### src/rtl/pc_sequencer.sv
// Program-counter sequencer: walks fetch -> decode -> execute against a
// single-beat instruction memory, with branch loading and halt/resume control.
//
// state   | meaning
// --------+---------------------------------------------------------------
// IDLE    | after reset; waits for start (halt_req takes priority)
// FETCH   | mem_req high at mem_addr=pc; waits indefinitely for mem_ack
// DECODE  | single cycle, ir_valid high, ir holds the fetched byte
// EXECUTE | waits for exec_done; optional branch load, then FETCH or HALT
// HALT    | halted high; start resumes fetching from the retained pc
module pc_sequencer #(
    parameter logic [7:0] RESET_PC = 8'h00
) (
    input  logic       clock,
    input  logic       reset,
    input  logic       start,
    input  logic       mem_ack,
    input  logic [7:0] mem_rdata,
    input  logic       exec_done,
    input  logic       branch_taken,
    input  logic [7:0] branch_target,
    input  logic       halt_req,
    output logic [7:0] pc,
    output logic       mem_req,
    output logic [7:0] mem_addr,
    output logic [7:0] ir,
    output logic       ir_valid,
    output logic       halted,
    output logic       wrapped
);

    typedef enum logic [2:0] {
        IDLE    = 3'd0,
        FETCH   = 3'd1,
        DECODE  = 3'd2,
        EXECUTE = 3'd3,
        HALT    = 3'd4
    } state_t;

    state_t     state;
    logic [8:0] pc_inc;

    // Ninth bit is the carry out of the fetch increment; only it may set wrapped.
    assign pc_inc = {1'b0, pc} + 9'd1;

    always_ff @(posedge clock) begin
        if (reset) begin
            state   <= IDLE;
            pc      <= RESET_PC;
            ir      <= 8'h00;
            wrapped <= 1'b0;
        end else begin
            case (state)
                IDLE: begin
                    if (halt_req)
                        state <= HALT;
                    else if (start)
                        state <= FETCH;
                end
                FETCH: begin
                    if (mem_ack) begin
                        ir    <= mem_rdata;
                        pc    <= pc_inc[7:0];
                        state <= DECODE;
                        if (pc_inc[8])
                            wrapped <= 1'b1;
                    end
                end
                DECODE: begin
                    state <= EXECUTE;
                end
                EXECUTE: begin
                    if (exec_done) begin
                        if (branch_taken)
                            pc <= branch_target;
                        state <= halt_req ? HALT : FETCH;
                    end
                end
                HALT: begin
                    if (start)
                        state <= FETCH;
                end
                default: begin
                    state <= IDLE;
                end
            endcase
        end
    end

    assign mem_req  = (state == FETCH);
    assign ir_valid = (state == DECODE);
    assign halted   = (state == HALT);
    assign mem_addr = pc;

endmodule

### config.mk
export PLATFORM = sky130hd
export DESIGN_NAME = pc_sequencer
export DESIGN_NICKNAME = d
export VERILOG_FILES = /design/src/rtl/pc_sequencer.sv
export SDC_FILE = /design/constraint.sdc
export NUM_CORES = 1
export LEC_CHECK = 0
export ABC_CLOCK_PERIOD_IN_PS = 1600
export CAP_MARGIN = 10
export CELL_PAD_IN_SITES_DETAIL_PLACEMENT = 0
export CELL_PAD_IN_SITES_GLOBAL_PLACEMENT = 1
export CORE_MARGIN = 2
export CORE_UTILIZATION = 28
export CTS_CLUSTER_DIAMETER = 100
export CTS_CLUSTER_SIZE = 14
export DETAILED_ROUTE_END_ITERATION = 8
export GPL_TIMING_DRIVEN = 1
export MAX_ROUTING_LAYER = met4
export PLACE_DENSITY = 0.84
export SYNTH_ARGS = -nofsm -noshare
export SYNTH_HDL_FRONTEND = slang
export SYNTH_SLANG_ARGS = --single-unit
### constraint.sdc
create_clock -name clock -period 1.6 [get_ports clock]
set_clock_uncertainty 0.05 [all_clocks]
set_input_delay 0.24 -clock clock [delete_from_list [all_inputs] [get_ports clock]]
set_output_delay 0.24 -clock clock [all_outputs]
set_load 0.01 [all_outputs]
After elaboration in Yosys (flattened, before gate mapping)

Index checks and enable logic that the tools add are counted.

Flip-flop bits (word level): 20

$add $sub $neg: 1
Muxes and demuxes: 10
Reductions and logical operators: 6
Eq/ne operators: 7

Operator list:

| cell                | count |
|---|---|
| $mux 8              | 3 |
| $pmux 8 s2          | 1 |
| $mux 3              | 5 |
| $pmux 3 s5          | 1 |
| $add 8x1->9 const B | 1 |
| $eq 3x2->1 const B  | 2 |
| $ne 2x2->1 const B  | 3 |
| $reduce_and 2->1    | 2 |
| $reduce_and 4->1    | 1 |
| $eq 3x1->1 const B  | 1 |
| $eq 3x3->1 const B  | 1 |
| $logic_not 3->1     | 1 |
| $reduce_and 3->1    | 1 |
| $reduce_bool 2->1   | 1 |

Depth between registers and ports, before layout

Depth in word-level cells: 3
Mapped depth: 6
Mapped depth without buffers: 5

Worst setup path before layout

OpenSTA, ideal clock, no wires.

Path type: register to register
Start point: register pc[0], in the netlist mem_addr[0]
End point: register pc[6], in the netlist mem_addr[6]
Stages on the path, launching flop included: 5
Required time: 1431 ps
Clock period less this slack: 1435 ps
Setup time: 119 ps
Slack: 165 ps
Arrival: 1266 ps
Cell sequence: dfxtp_1 > ha_1 > and4_1 > a41oi_1 > o221a_2

Cells in the longest elaborated chain, start to end: 3

RTL lines:

| element                | RTL line | RTL |
|---|---|---|
| start, declared        | 23       | `output logic [7:0] pc,` |
| start signal, assigned | 63       | `pc <= pc_inc[7:0];` |
| start signal, assigned | 75       | `pc <= branch_target;` |
| $add 8x1->9            | 44       | `assign pc_inc = {1'b0, pc} + 9'd1;` |
| $mux 8                 | 61       | `if (mem_ack) begin` |
| $pmux 8 s2             | 53       | `case (state)` |

No other way between the ends. The select of a mux whose other input is x is not followed.
A chain may end at the register's enable or synchronous reset.

Worst setup path after layout

Start point: register pc[6], in the netlist mem_addr[6]
End point: output port pc[6]

No word-level cell between the ends.

==> out/results.txt <==
Worst path cell trace = clkdlybuf4s50_1
RePlAce Congestion = 0.7617
CP max stage cell = clkdlybuf4s50_1
Cts bufs inserted = 3
Cell leakage power = 0.7140 nW
Max-cap viol count = 0
Core Area = 3716 um^2
Crit path max fanout = 6
Most used DFF post-synth = dfxtp_1
Syn Area/Cell = 8.124 um^2
Final Util = 0.4660
Crit path DAT = 1.26 ns
Die width = 66.82 um
Clock slew at reported path FFs = 0.08 ns
Largest area contributor in the netlist = dfxtp_1
WL met3 = 271 um
Post-synth top area share = 0.3624
GR Overflow Total = 0
Tcrit/Tclk final = 0.9680
Register area share after synthesis = 0.3624
Port bufs = 50
Synth area leaders = dfxtp_1 (36%), nand2_1 (9.2%), a21oi_1 (8.6%), buf_4 (6.8%), nor2_1 (3.1%)
WP buf/inv = 1
Initial Util = 0.2973
PwrDens = 736.4 nW/um^2
Post-Syn Instances = 136
Minimum clock period = 1.549 ns
Highest routed layer = met4
Detailed Place HPWL = 2.257 mm
Met2 Wirelength = 1.369 mm
Fmax = 645.7 MHz
Worst hold slack = 0.4078 ns
Nets = 212
Synth Cell Area = 1105 um^2
Wirelength per Cell = 12.62 um
Vias = 1143
Synthesis Warnings = 0
Initial antenna violation count = 0
Sink Count = 20
WL final = 2.965 mm
Row count = 22
Number of I/O pins = 51
Die area = 4464 um^2
Die Y = 66.82 um
Delay of the slowest critical-path stage = 0.57 ns
Mapped Nets = 160
Synthesized flop and latch total = 20
Clk Latency, worst-skew pair = 0.26 ns
ANT cells = 0
Vias per cell = 4.864
Area growth syn-to-layout = 56.74%
Final hold violation count = 0
Worst Setup End Kind = primary output
Clk buf depth = 2
First-pass GRT wire length = 4.747 mm
Wl on met1 = 1.309 mm
Final setup violation count = 0
Max Transition Viols Final = 0
Number of global-route vias before repair = 1045
Share of post-route cells with drive strength above 1 = 0.1658
First DRT Iteration DRCs = 28
Worst-Margin Slew = 0.3717 ns
Largest net degree at the start of global routing = 15
Tot GR Track Use = 0.1408
EDFF count, synth = 0
H-tree Lvls = 1
RSZ-0062 raised after global routing = false
CTS tree = yes
Filler instances = 376
DRC Markers = 0
Count of cell types in the netlist = 39
CP top delay family = buffers and inverters
Routed Antenna Nets = 0
Peak VDD IR = 0.5391 mV
Class of the worst hold path = flop to flop
WS Path Type = flop to primary output
CP startpoint kind = flop
Pre-antenna DRT Iters = 4
Clk root buf = clkbuf_8
Post-synth ARST share = 0
WP data required = 1.31 ns
Status = complete, no violations
Rel. slew slack = 0.7519
-- metal layers --
metal,track usage,vias up
met5,-,-
met4,0.02296,0
met3,0.04223,2
met2,0.2325,50
met1,0.1730,511
li1,-,580
-- state kept, by name, indices dropped and copies added, names as in the netlist --
name and count:
ir 8, state 3, wrapped 1, mem_addr 8
-- Yosys cell counts (2+ instances only) --
| cell | number |
|---|---|
| nor3b_1 | 3 |
| buf_6 | 2 |
| nand3_1 | 2 |
| nor3_2 | 2 |
| buf_4 | 10 |
| nor2_1 | 9 |
| nand2b_1 | 4 |
| o32ai_1 | 2 |
| nand2_1 | 27 |
| a311oi_1 | 3 |
| and4_1 | 2 |
| dfxtp_1 | 20 |
| a21oi_1 | 19 |
| clkbuf_1 | 2 |
| o221a_2 | 2 |
| and3_1 | 2 |
| o21ai_0 | 2 |
| a21o_1 | 2 |
-- timing repair --
action / CTS / global route
endpoints found under the setup margin: 5 / 10
buffers inserted: 0 / 0
hold endpoints to repair: 0 / 0
hold buffers: 0 / 0
gates resized for setup: 6 / 7
-- path summary, 6_finish.rpt --
kind | from | endpoint | slack (ns) | cells after the start
min reg2reg | ir[6]$_SDFFE_PP0P_ | ir[6]$_SDFFE_PP0P_ | 0.41 | 2
min | ir[6]$_SDFFE_PP0P_ | ir[6]$_SDFFE_PP0P_ | 0.41 | 2
max reg2reg | state[0]$_SDFFE_PP0P_ | mem_addr[0]$_SDFFE_PP0P_ | 0.12 | 5
max | mem_addr[6]$_SDFFE_PP0P_ | pc[6] | 0.05 | 1
-- stage by stage --
| stage | instances | area, um^2 | total power [mW] | worst slack (ns) | TNS [ns] |
|---|---|---|---|---|---|
| after global routing | 235 | 1732 | 1.332 | 0.002789 | 0 |
| after global placement | 231 | 1643 | 0.7858 | 0.003355 | 0 |
| after floorplan | 136 | 1105 | 0.6618 | 0.1653 | 0 |
| after detailed placement | 231 | 1643 | 0.7901 | -0.05858 | -0.08110 |
| after CTS | 235 | 1718 | 1.289 | 0.0000009992 | 0 |
| final | 235 | 1732 | 1.275 | 0.05119 | 0 |
-- cells by family after synthesis --
family,after synthesis,share of synthesized area
compound gates,40,0.2424
xor+xnor,1,0.007929
fa+ha+maj,1,0.01132
buf+inv,15,0.09852
flops,20,0.3624
simple gates,59,0.2775
-- power breakdown --
part	switching, mW	leakage (nW)	internal (mW)
clock	0.168	0.0357	0.334
sequential	0.0141	0.165	0.516
combinational	0.104	0.514	0.139
total	0.286	0.714	0.989
-- final cells by class --
class	instances	area, um^2	area share
Multi-Input combinational cell	101	600.6	0.3468
Timing Repair Buffer	61	589.3	0.3403
Sequential cell	20	406.6	0.2348
Tap cell	48	60.06	0.03468
Clock buffer	3	41.29	0.02384
Clock inverter	1	30.03	0.01734
Inverter	1	3.754	0.002168
-- layout by cell type, fill, tap and decap left out, types with 2 or more instances in the layout --
cell type         n
clkdlybuf4s50_1  43
nand2_1          27
a21oi_1          19
dfxtp_1          15
buf_4            11
nor2_1            9
dfxtp_2           5
nand2b_1          4
dlymetal6s2s_1    4
a311oi_1          3
clkbuf_8          3
dlygate4sd2_1     3
nor3b_1           2
and4_1            2
and3_1            2
a21o_1            2
nand3_1           2
nor3_2            2
o32ai_1           2
o21ai_0           2
o221a_2           2
Power figures use the tool's default switching activity.
